[config.mk]
export PLATFORM = sky130hd
export DESIGN_NAME = noise_gate
export DESIGN_NICKNAME = d
export VERILOG_FILES = /design/src/rtl/gate_pkg.sv /design/src/rtl/attenuator.sv /design/src/rtl/noise_gate.sv
export SDC_FILE = /design/constraint.sdc
export NUM_CORES = 1
export LEC_CHECK = 0
export BUFFER_PORTS_ARGS = -buffer_cell sky130_fd_sc_hd__buf_2
export CORE_MARGIN = 4
export CORE_UTILIZATION = 50
export CTS_BUF_LIST = sky130_fd_sc_hd__clkbuf_4
export CTS_CLUSTER_DIAMETER = 40
export DETAILED_ROUTE_END_ITERATION = 10
export HOLD_SLACK_MARGIN = 0.12
export PLACE_DENSITY = 0.69
export SLEW_MARGIN = 20
export SYNTH_ARGS = -nofsm -noshare
export SYNTH_HDL_FRONTEND = slang
export SYNTH_SLANG_ARGS = --single-unit
[constraint.sdc]
create_clock -name clk_i -period 6.9 [get_ports clk_i]
set_clock_uncertainty 0.2 [all_clocks]
set_input_delay 1.035 -clock clk_i [delete_from_list [all_inputs] [get_ports clk_i]]
set_output_delay 1.035 -clock clk_i [all_outputs]
set_load 0.01 [all_outputs]
[src/rtl/gate_pkg.sv]
// gate_pkg: shared state encoding and gain constants
// for the noise gate post-processing stage.
package gate_pkg;

  localparam int GAIN_W = 9;
  localparam logic [GAIN_W-1:0] GAIN_UNITY = 9'd256;

  typedef enum logic [2:0] {
    CLOSED_S,
    ATTACK_S,
    OPEN_S,
    HOLD_S,
    RELEASE_S
  } gate_state_e;

endpackage

[src/rtl/attenuator.sv]
// attenuator: signed sample times unsigned gain,
// 256 = unity, arithmetic shift back by 8.
module attenuator
  import gate_pkg::*;
#(
  parameter int DWIDTH = 16
) (
  input  logic signed [DWIDTH-1:0] data_signed_i,
  input  logic        [GAIN_W-1:0] mult_i,
  output logic signed [DWIDTH-1:0] data_o
);

  localparam int SHIFT = GAIN_W - 1;

  logic signed [DWIDTH+GAIN_W:0] prod;
  logic                          unused_bits;

  assign prod = data_signed_i * $signed({1'b0, mult_i});
  assign data_o = prod[DWIDTH+SHIFT-1:SHIFT];
  assign unused_bits = ^{prod[DWIDTH+GAIN_W:DWIDTH+SHIFT],
                         prod[SHIFT-1:0]};

endmodule

[src/rtl/noise_gate.sv]
// noise_gate: peak-envelope driven hysteretic gate with
// ramped gain, muting hiss between swelled notes.
module noise_gate
  import gate_pkg::*;
#(
  parameter int DWIDTH       = 16,
  parameter int DECAY_SHIFT  = 4,
  parameter int ATTACK_STEP  = 16,
  parameter int RELEASE_STEP = 1,
  parameter int HOLD_W       = 16
) (
  input  logic                     clk_i,
  input  logic                     srst_i,
  input  logic                     sample_tick_i,
  input  logic                     enable_i,
  input  logic [DWIDTH-2:0]        open_level_i,
  input  logic [DWIDTH-2:0]        close_level_i,
  input  logic [HOLD_W-1:0]        hold_samples_i,
  input  logic signed [DWIDTH-1:0] data_i,
  output logic signed [DWIDTH-1:0] data_o,
  output logic                     gate_open_o
);

  localparam logic [GAIN_W:0] ATK =
    (GAIN_W+1)'(ATTACK_STEP);
  localparam logic [GAIN_W-1:0] REL =
    GAIN_W'(RELEASE_STEP);

  gate_state_e state_q, state_n;
  logic [GAIN_W-1:0] gain_q, gain_n;
  logic [HOLD_W-1:0] hold_q, hold_n;
  logic [DWIDTH-2:0] peak_q, peak_n;
  logic [DWIDTH-2:0] mag, peak_dec;
  logic [GAIN_W:0]   gain_up;
  logic [GAIN_W-1:0] gain_atk, gain_rel;
  logic signed [DWIDTH-1:0] scaled;
  logic              above_open;

  assign mag = data_i[DWIDTH-1] ? ~data_i[DWIDTH-2:0]
                                :  data_i[DWIDTH-2:0];
  assign peak_dec = peak_q >> DECAY_SHIFT;
  assign above_open = peak_q >= open_level_i;

  assign gain_up = {1'b0, gain_q} + ATK;
  assign gain_atk = (gain_up > {1'b0, GAIN_UNITY})
                    ? GAIN_UNITY : gain_up[GAIN_W-1:0];
  assign gain_rel = (gain_q > REL) ? gain_q - REL : '0;

  assign gate_open_o = (state_q == ATTACK_S) ||
                       (state_q == OPEN_S) ||
                       (state_q == HOLD_S);

  attenuator #(
    .DWIDTH(DWIDTH)
  ) u_att (
    .data_signed_i(data_i),
    .mult_i       (gain_q),
    .data_o       (scaled)
  );

  // peak envelope: instant attack, proportional decay,
  // unit steps once the proportional term vanishes
  always_comb begin
    peak_n = peak_q;
    if (mag > peak_q)
      peak_n = mag;
    else if (peak_dec != '0)
      peak_n = peak_q - peak_dec;
    else if (peak_q != '0)
      peak_n = peak_q - (DWIDTH-1)'(1);
  end

  // gate state machine and gain ramp, next-state logic
  always_comb begin
    state_n = state_q;
    gain_n  = gain_q;
    hold_n  = hold_q;
    unique case (state_q)
      CLOSED_S: begin
        if (above_open) state_n = ATTACK_S;
      end
      ATTACK_S: begin
        gain_n = gain_atk;
        if (gain_atk == GAIN_UNITY) state_n = OPEN_S;
      end
      OPEN_S: begin
        gain_n = GAIN_UNITY;
        if (peak_q < close_level_i) begin
          state_n = HOLD_S;
          hold_n  = hold_samples_i;
        end
      end
      HOLD_S: begin
        gain_n = GAIN_UNITY;
        if (above_open)
          state_n = OPEN_S;
        else if (hold_q == '0)
          state_n = RELEASE_S;
        else
          hold_n = hold_q - HOLD_W'(1);
      end
      RELEASE_S: begin
        if (above_open) begin
          state_n = ATTACK_S;
        end else begin
          gain_n = gain_rel;
          if (gain_rel == '0) state_n = CLOSED_S;
        end
      end
      default: state_n = CLOSED_S;
    endcase
  end

  // registers: bypass pins the gate open at unity,
  // everything else advances only on the sample tick
  always_ff @(posedge clk_i) begin
    if (srst_i) begin
      state_q <= CLOSED_S;
      gain_q  <= '0;
      hold_q  <= '0;
      peak_q  <= '0;
      data_o  <= '0;
    end else begin
      if (sample_tick_i) begin
        peak_q <= peak_n;
        data_o <= enable_i ? scaled : data_i;
      end
      if (!enable_i) begin
        state_q <= OPEN_S;
        gain_q  <= GAIN_UNITY;
        hold_q  <= '0;
      end else if (sample_tick_i) begin
        state_q <= state_n;
        gain_q  <= gain_n;
        hold_q  <= hold_n;
      end
    end
  end

endmodule

==> flow_summary.json, run 1 <==
{
  "status": "complete, no violations",
  "synth-edff-count": 0,
  "viasPerCell": 5.55,
  "clock_latency_ns": 0.46,
  "slew_viol_final": 0,
  "post_cts_buffers": 0,
  "regToRegEndpoint": "data_o[15]$_SDFFE_PP0P_",
  "crit_path_top_delay_cell": "fa_1",
  "ios": 83,
  "drive_above_1_share_pct": 10.8,
  "required_ns": 7.06,
  "max-cap-violations": 0,
  "fin_area_sq_um": 10800,
  "cts_resized": 0,
  "r2r_setup_slack_ns": 0.68,
  "row_count": 51,
  "clock_path_buffers": 2,
  "fin_crit_ns": 6.38,
  "ys.flop_type": "dfxtp_1",
  "finalHoldViolCount": 0,
  "ir_drop_mv": 0.0886,
  "numCtsBuffers": 9,
  "first_pass_iters": 5,
  "path_cells": "buf_2 > nand2_1 > fa_1 > inv_1 > fa_1 > ha_1 > fa_1 > fa_1 > ha_1 > a2111oi_0 > nand2_1 > o311ai_0 > buf_4 > o21a_1 > o221ai_1 > a221oi_1 > xnor2_1 > mux2i_1 > a211oi_1",
  "start_util_pct": 51.4,
  "layout_setup_ws_ns": 0.524,
  "r2r.worst_path.cells": 19,
  "wl_per_cell_um": 16.2,
  "grt_max_degree": 41,
  "start_kind": "primary input",
  "clk_pin_slew_ns": 0.12,
  "ant_nets": 0,
  "die-width_um": 150,
  "grt_pass1_vias": 8765,
  "tns_ns": 0,
  "worstPathArrival_ns": 6.54,
  "track_usage_pct": 23.5,
  "path_common_cell": "fa_1",
  "grt_overflow": 0,
  "dp_hpwl_mm": 19.8,
  "synth.distinct_cells": 72,
  "syn_inst": 1250,
  "grt_setup_unrepaired": "false",
  "critPathCapture": "data_o[15]$_SDFFE_PP0P_",
  "pre_cts_ws_ns": 0.0702,
  "syn2layout_area_growth_pct": 6.79,
  "post-route-drc-count": 0,
  "core_sq_um": 19700,
  "clock_sinks": 59,
  "p_per_area_nw_per_um2": 143,
  "cpPeakStageDelay_ns": 0.55,
  "slew_headroom_pct": 38.1,
  "synth_nets": 1542,
  "grt_pass1_wl_mm": 42.8,
  "rr_startpoint": "gain_q[4]$_SDFFE_PP0P_",
  "multiInputGateArea_sq_um": 7800,
  "vias": 8663,
  "critical_path.max_fanout": 11,
  "wl_mm": 25.3,
  "regArea_sq_um": 1180,
  "worstHoldPathType": "reg -> reg",
  "port_buffers": 82,
  "cts-root-buf": "clkbuf_4",
  "fin_crit_sh_pct": 92.4,
  "async_reset_ff_share_pct": 0,
  "final_core_util_pct": 54.9,
  "synth_seq_cells": 59,
  "leakagePower_nw": 5.45,
  "htree_num_levels": 3,
  "antenna_found_initial": 2,
  "gp_congestion": 0.877,
  "ctsHoldBuffers": 0,
  "end_kind": "flip-flop",
  "p_total_w": 0.00154,
  "startpoint": "data_i[4]",
  "dieArea_sq_um": 22500,
  "fmax_mhz": 157,
  "ys_seq_area_share_pct": 11.7,
  "place_area_sq_um": 10600,
  "syn_avg_cell_area_sq_um": 8.08,
  "worst_slew_pin_slew_ns": 0.928,
  "syn_area_sq_um": 10100,
  "nets": 1580,
  "setup_violations": 0,
  "crit_type": "in -> reg",
  "n_fill_cell": 1891,
  "yosys_warnings": 0,
  "tritoncts": "done",
  "die_h_um": 150,
  "drt_iter0_markers": 446
}
-- routing by layer --
layer / GRT usage [%] / wire, um / vias up
li1: - / - / 4213
met1: 32.6 / 11600 / 4174
met2: 38.6 / 12000 / 238
met3: 2.83 / 1290 / 38
met4: 7.23 / 473 / 0
met5: 0 / 0 / -
-- synth_stat cells, drive strengths merged (3+ instances only) --
| library cell | number | share of area (%) |
|---|---|---|
| buf | 13 | 0.81 |
| or3 | 6 | 0.37 |
| fa | 115 | 23 |
| o32ai | 4 | 0.35 |
| or2 | 4 | 0.25 |
| xnor2 | 22 | 1.9 |
| o21a | 7 | 0.52 |
| nand4 | 13 | 0.81 |
| o21ai | 27 | 1.3 |
| nand2b | 10 | 0.62 |
| o311ai | 8 | 0.69 |
| and3 | 8 | 0.50 |
| o31a | 7 | 0.62 |
| mux2i | 11 | 1.1 |
| xor2 | 24 | 2.1 |
| and2 | 74 | 4.6 |
| nand2 | 115 | 4.3 |
| a21oi | 60 | 3.0 |
| o211ai | 5 | 0.37 |
| o31ai | 10 | 0.74 |
| or4 | 4 | 0.35 |
| a211oi | 27 | 2.0 |
| dfxtp | 59 | 12 |
| nor2b | 12 | 0.74 |
| clkbuf | 60 | 2.6 |
| a21o | 19 | 1.4 |
| nand3 | 15 | 0.74 |
| a2111oi | 8 | 0.82 |
| o22ai | 5 | 0.31 |
| nor4 | 7 | 0.58 |
| a311oi | 8 | 0.69 |
| a31oi | 12 | 0.74 |
| nor2 | 90 | 3.3 |
| ha | 111 | 14 |
| o221a | 3 | 0.33 |
| inv | 202 | 7.5 |
| a21boi | 6 | 0.48 |
| nor3 | 29 | 1.5 |
-- cells in the final DEF, fill, tap and decap left out, drive strengths merged, types with 9 or more instances in the layout --
master	count
a211oi	27
a21o	19
a21oi	60
a31oi	12
and2	74
buf	101
clkbuf	9
dfxtp	59
fa	115
ha	111
inv	204
mux2i	11
nand2	115
nand2b	10
nand3	15
nand4	13
nor2	90
nor2b	12
nor3	29
o21ai	27
o31ai	10
xnor2	22
xor2	24
-- final cells by class --
type	count	area share, %
Antenna cell	3	0.0696
Clock buffer	9	0.627
Clock inverter	7	0.708
Inverter	203	7.07
Multi-Input combinational cell	914	72.4
Sequential cell	59	11.0
Tap cell	265	3.08
Timing Repair Buffer	101	5.13
-- kinds of logic (layout without fill, tap and decap cells) --
logic type | count (synthesis) | in the layout | synth area share, %
compound gates | 235 | 235 | 16.1
xor+xnor | 46 | 46 | 3.99
fa+ha+maj | 226 | 226 | 36.6
buf+inv | 277 | 320 | 11.1
flops | 59 | 59 | 11.7
mux | 11 | 11 | 1.09
other cells | 0 | 3 | 0
simple gates | 396 | 396 | 19.5
-- state kept, by name, indices dropped and copies added, names as in the netlist --
register  cells
gain_q        9
state_q       3
peak_q       15
hold_q       16
data_o       16
-- worst min-delay path by stage --
stage	slack (ns)	cells after the start	from	to
2_1_floorplan	0.27	2	hold_q[9]$_SDFFE_PP0P_	hold_q[9]$_SDFFE_PP0P_
3_3_place_gp	0.27	2	data_o[10]$_SDFFE_PP0P_	data_o[10]$_SDFFE_PP0P_
3_5_place_dp	0.27	2	data_o[10]$_SDFFE_PP0P_	data_o[10]$_SDFFE_PP0P_
4_1_cts	0.30	2	data_o[3]$_SDFFE_PP0P_	data_o[3]$_SDFFE_PP0P_
5_1_grt	0.31	2	data_o[6]$_SDFFE_PP0P_	data_o[6]$_SDFFE_PP0P_
6_report	0.29	2	data_o[3]$_SDFFE_PP0P_	data_o[3]$_SDFFE_PP0P_
-- critical path, delay by kind of cell --
| kind | cells | cell delay [ns] |
|---|---|---|
| AOI/OAI and AO/OA | 6 | 1.92 |
| muxes | 1 | 0.09 |
| and+or+nand+nor | 2 | 0.26 |
| xor gates and xnor gates | 1 | 0.16 |
| adders and majority gates | 6 | 2.57 |
| buffers and inverters | 3 | 0.50 |
-- stage by stage --
stage / instances / hold slack (ns)
CTS: 1558 / 0.297
global placement: 1542 / 0.271
detailed placement: 1542 / 0.274
floorplan: 1250 / 0.266
finish: 1561 / 0.294
global route: 1560 / 0.308
-- report_power, final --
group	internal, W	switching, W	total [W]
Combinational	0.000347	0.000477	0.000825
Clock	0.000113	0.000172	0.000285
Sequential	0.000374	0.0000591	0.000433
Total	0.000834	0.000709	0.00154
Power figures use the tool's default switching activity.
==> run 2, diff against run 1 <==
--- a/config.mk
+++ b/config.mk
@@ -5,6 +5,7 @@
 export SDC_FILE = /design/constraint.sdc
 export NUM_CORES = 1
 export LEC_CHECK = 0
+export ABC_AREA = 1
 export BUFFER_PORTS_ARGS = -buffer_cell sky130_fd_sc_hd__buf_2
 export CORE_MARGIN = 4
 export CORE_UTILIZATION = 50
@@ -12,8 +13,9 @@
 export CTS_CLUSTER_DIAMETER = 40
 export DETAILED_ROUTE_END_ITERATION = 10
 export HOLD_SLACK_MARGIN = 0.12
-export PLACE_DENSITY = 0.69
-export SLEW_MARGIN = 20
+export MAX_ROUTING_LAYER = met4
+export PLACE_DENSITY = 0.68
+export SLEW_MARGIN = 0
 export SYNTH_ARGS = -nofsm -noshare
 export SYNTH_HDL_FRONTEND = slang
 export SYNTH_SLANG_ARGS = --single-unit
==> run 2 against run 1 <==
Against the previous run: synthesized cell count grew 31%; critical path depth grew 2; design area grew 8.2%; hold slack lost 0.023 ns; fmax grew 8.4%; sequential share of layout area shrank 0.83 points; critical endpoint is now data_o[13]$_SDFFE_PP0P_; largest power group unchanged.
==> flow_summary.json, run 2 <==
{
  "post-route-drc-count": 0,
  "critPathCapture": "data_o[13]$_SDFFE_PP0P_",
  "tritoncts": "done",
  "leakagePower_nw": 6.74,
  "start_kind": "flip-flop",
  "post-place-cells": 1943,
  "finalNonFillerCells": 1961,
  "yosys_warnings": 0,
  "synth_seq_cells": 59,
  "grt_setup_unrepaired": "false",
  "port_buffers": 82,
  "slew_headroom_pct": 27.5,
  "clk_pin_slew_ns": 0.14,
  "cts-root-buf": "clkbuf_4",
  "syn_inst": 1633,
  "htree_num_levels": 3,
  "netlist.area_leader.share_pct": 21.1,
  "ios": 83,
  "p_per_area_nw_per_um2": 159,
  "critical_path.max_fanout": 14,
  "grt_pass1_wl_mm": 50.1,
  "rr_startpoint": "gain_q[5]$_SDFFE_PP0P_",
  "syn_avg_cell_area_sq_um": 6.70,
  "viasPerCell": 5.27,
  "grt_overflow": 0,
  "tns_ns": 0,
  "worstHoldPathType": "reg -> reg",
  "final_common_cell": "nand2_1",
  "wl_per_cell_um": 15.1,
  "regToRegEndpoint": "data_o[13]$_SDFFE_PP0P_",
  "clock_path_buffers": 2,
  "synth.area.top_cells": "fa_1 21%, nand2_1 13%, ha_1 13%",
  "core_sq_um": 21300,
  "dp_hpwl_mm": 23.6,
  "row_count": 53,
  "startpoint": "gain_q[5]$_SDFFE_PP0P_",
  "async_reset_ff_share_pct": 0,
  "crit_type": "reg -> reg",
  "regArea_sq_um": 1180,
  "synth.distinct_cells": 45,
  "antenna_found_initial": 2,
  "synth_top_cell_by_area": "fa_1",
  "ys.flop_type": "dfxtp_1",
  "final_core_util_pct": 54.8,
  "layout_common_cells": "389 x nand2_1, 339 x inv_1, 125 x nor2_1",
  "track_usage_pct": 25.9,
  "multiInputGateArea_sq_um": 8160,
  "r2r_setup_slack_ns": 1.02,
  "die-width_um": 156,
  "ys_seq_area_share_pct": 10.8,
  "fin_crit_ns": 5.88,
  "fin_crit_sh_pct": 85.3,
  "clock_latency_ns": 0.49,
  "gp_congestion": 0.942,
  "syn_area_sq_um": 10900,
  "p_total_w": 0.00185,
  "end_kind": "flip-flop",
  "die_h_um": 156,
  "synth_most_common_cell": "nand2_1",
  "syn2layout_area_growth_pct": 6.67,
  "clock_sinks": 59,
  "required_ns": 7.05,
  "numCtsBuffers": 9,
  "nets": 1971,
  "vias": 10300,
  "cts_resized": 0,
  "first_pass_iters": 6,
  "slew_viol_final": 0,
  "synth-edff-count": 0,
  "wl_mm": 29.7,
  "drive_above_1_share_pct": 8.73,
  "dieArea_sq_um": 24300,
  "status": "complete, no violations",
  "max-cap-violations": 0,
  "ctsHoldBuffers": 0,
  "synth_common_cells": "389 x nand2_1, 339 x inv_1, 125 x nor2_1",
  "grt_max_degree": 36,
  "ir_drop_mv": 0.104,
  "ant_nets": 0,
  "n_fill_cell": 2189,
  "grt_pass1_vias": 10300,
  "setup_violations": 0,
  "top_regs": "data_o: 16 flops, hold_q: 16 flops, peak_q: 15 flops",
  "finalHoldViolCount": 0,
  "r2r.worst_path.cells": 21,
  "start_util_pct": 51.4,
  "drt_iter0_markers": 592,
  "fmax_mhz": 170,
  "worstPathArrival_ns": 6.03,
  "synth_nets": 1925,
  "post_cts_buffers": 0,
  "worst_slew_pin_slew_ns": 1.08
}
[run 2: layout make-up]
class	instances	share of cell area, %
diodes	2	0.0429
multi-input cells	1167	69.9
clock inverters	7	0.858
clock buffers	9	0.579
inverters	348	11.2
repair buffers	94	4.29
well taps	275	2.95
flip-flops and latches	59	10.1
[run 2: worst max-delay path, cell delays in order, from the launching register on]
cell	delay, ns
dfxtp_1	0.72
buf_4	0.32
nand2_1	0.10
fa_1	0.51
inv_1	0.05
fa_1	0.46
fa_1	0.54
fa_1	0.56
inv_1	0.06
fa_1	0.53
inv_1	0.04
ha_1	0.35
a21oi_1	0.20
inv_1	0.09
a31oi_1	0.29
o21ai_0	0.16
nand2_1	0.09
nand3_1	0.11
nand2_1	0.08
nand2_1	0.04
o21ai_0	0.18
a21oi_1	0.08
[run 2: layer usage]
| metal | vias to the layer above | routed length, um | global-route usage (%) |
|---|---|---|---|
| met4 | 0 | 537 | 6.54 |
| li1 | 5170 | - | - |
| met2 | 269 | 14400 | 43.5 |
| met1 | 4856 | 13400 | 34.0 |
| met5 | - | 0 | - |
| met3 | 49 | 1370 | 2.11 |
[run 2: cell families after synthesis]
logic type / count (synthesis) / synth area share (%)
AO/OA/AOI/OAI: 235 / 11.8
XOR/XNOR: 44 / 3.52
adder cells (fa/ha/maj): 226 / 33.8
buffers and inverters: 407 / 14.6
flip-flops: 59 / 10.8
AND/OR/NAND/NOR: 662 / 25.5
[run 2: worst min path at each step]
stage / startpoint / endpoint / slack (ns) / depth (start not counted)
finish: hold_q[12]$_SDFFE_PP0P_ / hold_q[12]$_SDFFE_PP0P_ / 0.27 / 2
global placement: hold_q[12]$_SDFFE_PP0P_ / hold_q[12]$_SDFFE_PP0P_ / 0.25 / 2
detailed placement: data_o[9]$_SDFFE_PP0P_ / data_o[9]$_SDFFE_PP0P_ / 0.26 / 2
floorplan: hold_q[12]$_SDFFE_PP0P_ / hold_q[12]$_SDFFE_PP0P_ / 0.23 / 2
CTS: data_o[9]$_SDFFE_PP0P_ / data_o[9]$_SDFFE_PP0P_ / 0.28 / 2
global route: hold_q[12]$_SDFFE_PP0P_ / hold_q[12]$_SDFFE_PP0P_ / 0.30 / 2
[run 2: metrics by stage]
stage	instance area, sq um	worst slack, ns	hold slack, ns
finish	11700	1.02	0.272
global route	11700	0.613	0.296
CTS	11700	0.993	0.277
detailed placement	11500	0.635	0.257
global placement	11500	0.710	0.247
floorplan	10900	0.801	0.233
[run 2: report_power, final]
group / switching [W] / internal, W
clock: 0.000183 / 0.000149
sequential: 0.0000713 / 0.000375
combinational: 0.000674 / 0.000403
total: 0.000927 / 0.000927
==> run 3, diff against run 2 <==
--- a/config.mk
+++ b/config.mk
@@ -14,7 +14,7 @@
 export DETAILED_ROUTE_END_ITERATION = 10
 export HOLD_SLACK_MARGIN = 0.12
 export MAX_ROUTING_LAYER = met4
-export PLACE_DENSITY = 0.68
+export PLACE_DENSITY_LB_ADDON = 0.15
 export SLEW_MARGIN = 0
 export SYNTH_ARGS = -nofsm -noshare
 export SYNTH_HDL_FRONTEND = slang
==> run 3 against run 2 <==
Against the previous run: combinational power hardly changed; highest routed layer unchanged; critical path type unchanged; via count is 0.52% lower; utilization hardly changed; largest cell class unchanged.
==> flow_summary.json, run 3 (same netlist as run 2, synthesis figures left out) <==
{
  "fin_crit_sh_pct": 86.9,
  "cts_resized": 0,
  "end_kind": "flip-flop",
  "finalHoldViolCount": 0,
  "core_sq_um": 21300,
  "syn2layout_area_growth_pct": 6.65,
  "dp_hpwl_mm": 23.6,
  "fmax_mhz": 167,
  "start_kind": "flip-flop",
  "grtUsageMet2_pct": 44.9,
  "ir_drop_mv": 0.0946,
  "worst_slew_pin_slew_ns": 1.08,
  "path_delay_family": "adder cells",
  "grt_setup_unrepaired": "false",
  "htree_num_levels": 3,
  "cpPeakStageDelay_ns": 0.92,
  "port_buffers": 82,
  "busiest_layer": "met2",
  "clk_pin_slew_ns": 0.13,
  "post_cts_buffers": 0,
  "dieArea_sq_um": 24300,
  "antenna_found_initial": 1,
  "slew_headroom_pct": 27.5,
  "clock_sinks": 59,
  "grt_overflow": 0,
  "drt_iter0_markers": 528,
  "p_per_area_nw_per_um2": 158,
  "ios": 83,
  "numCtsBuffers": 9,
  "setup_violations": 0,
  "tritoncts": "done",
  "first_pass_iters": 5,
  "clock_latency_ns": 0.47,
  "layout_setup_ws_ns": 0.905,
  "vias": 10300,
  "nets": 1971,
  "leakagePower_nw": 6.74,
  "cts-root-buf": "clkbuf_4",
  "required_ns": 7.02,
  "grt_pass1_vias": 10300,
  "row_count": 53,
  "crit_path_top_delay_cell": "dfxtp_1",
  "fin_crit_ns": 6.00,
  "grt_util_met3_pct": 2.50,
  "path_cells": "nand2_1 > fa_1 > inv_1 > fa_1 > inv_1 > fa_1 > fa_1 > fa_1 > inv_1 > ha_1 > inv_1 > nor3_1 > nand2_1 > or2_2 > nand3_1 > inv_1 > nand2_1 > nand3_1 > nand2_1 > a21oi_1",
  "wl_mm": 29.7,
  "die-width_um": 156,
  "worstHoldPathType": "reg -> reg",
  "gp_congestion": 0.969,
  "grt_pass1_wl_mm": 50.2,
  "grt_util_met1_pct": 33.0,
  "layout_common_cells": "389 x nand2_1, 339 x inv_1, 125 x nor2_1",
  "ctsHoldBuffers": 0,
  "wl_per_cell_um": 15.1,
  "post-route-drc-count": 0,
  "track_usage_pct": 26.0,
  "final_common_cell": "nand2_1",
  "status": "complete, no violations",
  "grt_max_degree": 36,
  "die_h_um": 156,
  "slew_viol_final": 0,
  "crit_type": "reg -> reg",
  "worstPathArrival_ns": 6.12,
  "path_buf_inv": 5,
  "tns_ns": 0,
  "top_regs": "data_o: 16 flops, hold_q: 16 flops, peak_q: 15 flops",
  "viasPerCell": 5.25,
  "start_util_pct": 51.4,
  "ant_nets": 0,
  "clock_path_buffers": 2,
  "max-cap-violations": 0,
  "drive_above_1_share_pct": 8.73,
  "pre_cts_ws_ns": 0.538,
  "critical_path.max_fanout": 18
}
[run 3: final timing paths]
path	startpoint	end	slack [ns]	depth (start not counted)
worst max-delay path	gain_q[4]$_SDFFE_PP0P_	data_o[15]$_SDFFE_PP0P_	0.90	20
worst min-delay path	data_o[12]$_SDFFE_PP0P_	data_o[12]$_SDFFE_PP0P_	0.27	2
worst max register to register	gain_q[4]$_SDFFE_PP0P_	data_o[15]$_SDFFE_PP0P_	0.90	20
worst min register to register	data_o[12]$_SDFFE_PP0P_	data_o[12]$_SDFFE_PP0P_	0.27	2
[run 3: area by class of cell]
type | count | area, sq um
Antenna cell | 1 | 2.50
Clock buffer | 9 | 67.6
Clock inverter | 7 | 100
Fill cell | 2168 | 9630
Inverter | 348 | 1310
Multi-Input combinational cell | 1167 | 8160
Sequential cell | 59 | 1180
Tap cell | 275 | 344
Timing Repair Buffer | 94 | 500
[run 3: power by group]
part | leakage [nW] | internal [W] | total (W) | switching, W
Combinational | 6.17 | 0.000404 | 0.00108 | 0.000674
Sequential | 0.482 | 0.000375 | 0.000446 | 0.0000705
Clock | 0.0905 | 0.000149 | 0.000320 | 0.000171
[run 3: worst reg2reg max path, cell delays in order (launching register included)]
cell and delay, ns:
dfxtp_1 0.92, nand2_1 0.30, fa_1 0.63, inv_1 0.11, fa_1 0.54, inv_1 0.06, fa_1 0.51, fa_1 0.53
fa_1 0.52, inv_1 0.04, ha_1 0.33, inv_1 0.11, nor3_1 0.24, nand2_1 0.10, or2_2 0.30, nand3_1 0.10
inv_1 0.05, nand2_1 0.06, nand3_1 0.06, nand2_1 0.09, a21oi_1 0.06
[run 3: stage by stage]
| stage | hold slack, ns | std cells | util, % | area (sq um) | total power, W |
|---|---|---|---|---|---|
| 4_1_cts | 0.273 | 1959 | 54.8 | 11700 | 0.00185 |
| 3_5_place_dp | 0.253 | 1943 | 54.0 | 11500 | 0.00152 |
| 2_1_floorplan | 0.233 | 1633 | - | 10900 | 0.00126 |
| 3_3_place_gp | 0.248 | 1943 | 54.0 | 11500 | 0.00151 |
| 6_report | 0.271 | 1960 | 54.8 | 11700 | 0.00184 |
| 5_1_grt | 0.294 | 1960 | 54.8 | 11700 | 0.00204 |
[run 3: layer usage]
metal | share of wire (%) | vias up | wire, um
met5 | 0 | - | 0
met4 | 1.6 | 0 | 488
met3 | 4.5 | 42 | 1350
met2 | 50 | 234 | 14800
met1 | 44 | 4859 | 13000
li1 | - | 5155 | -
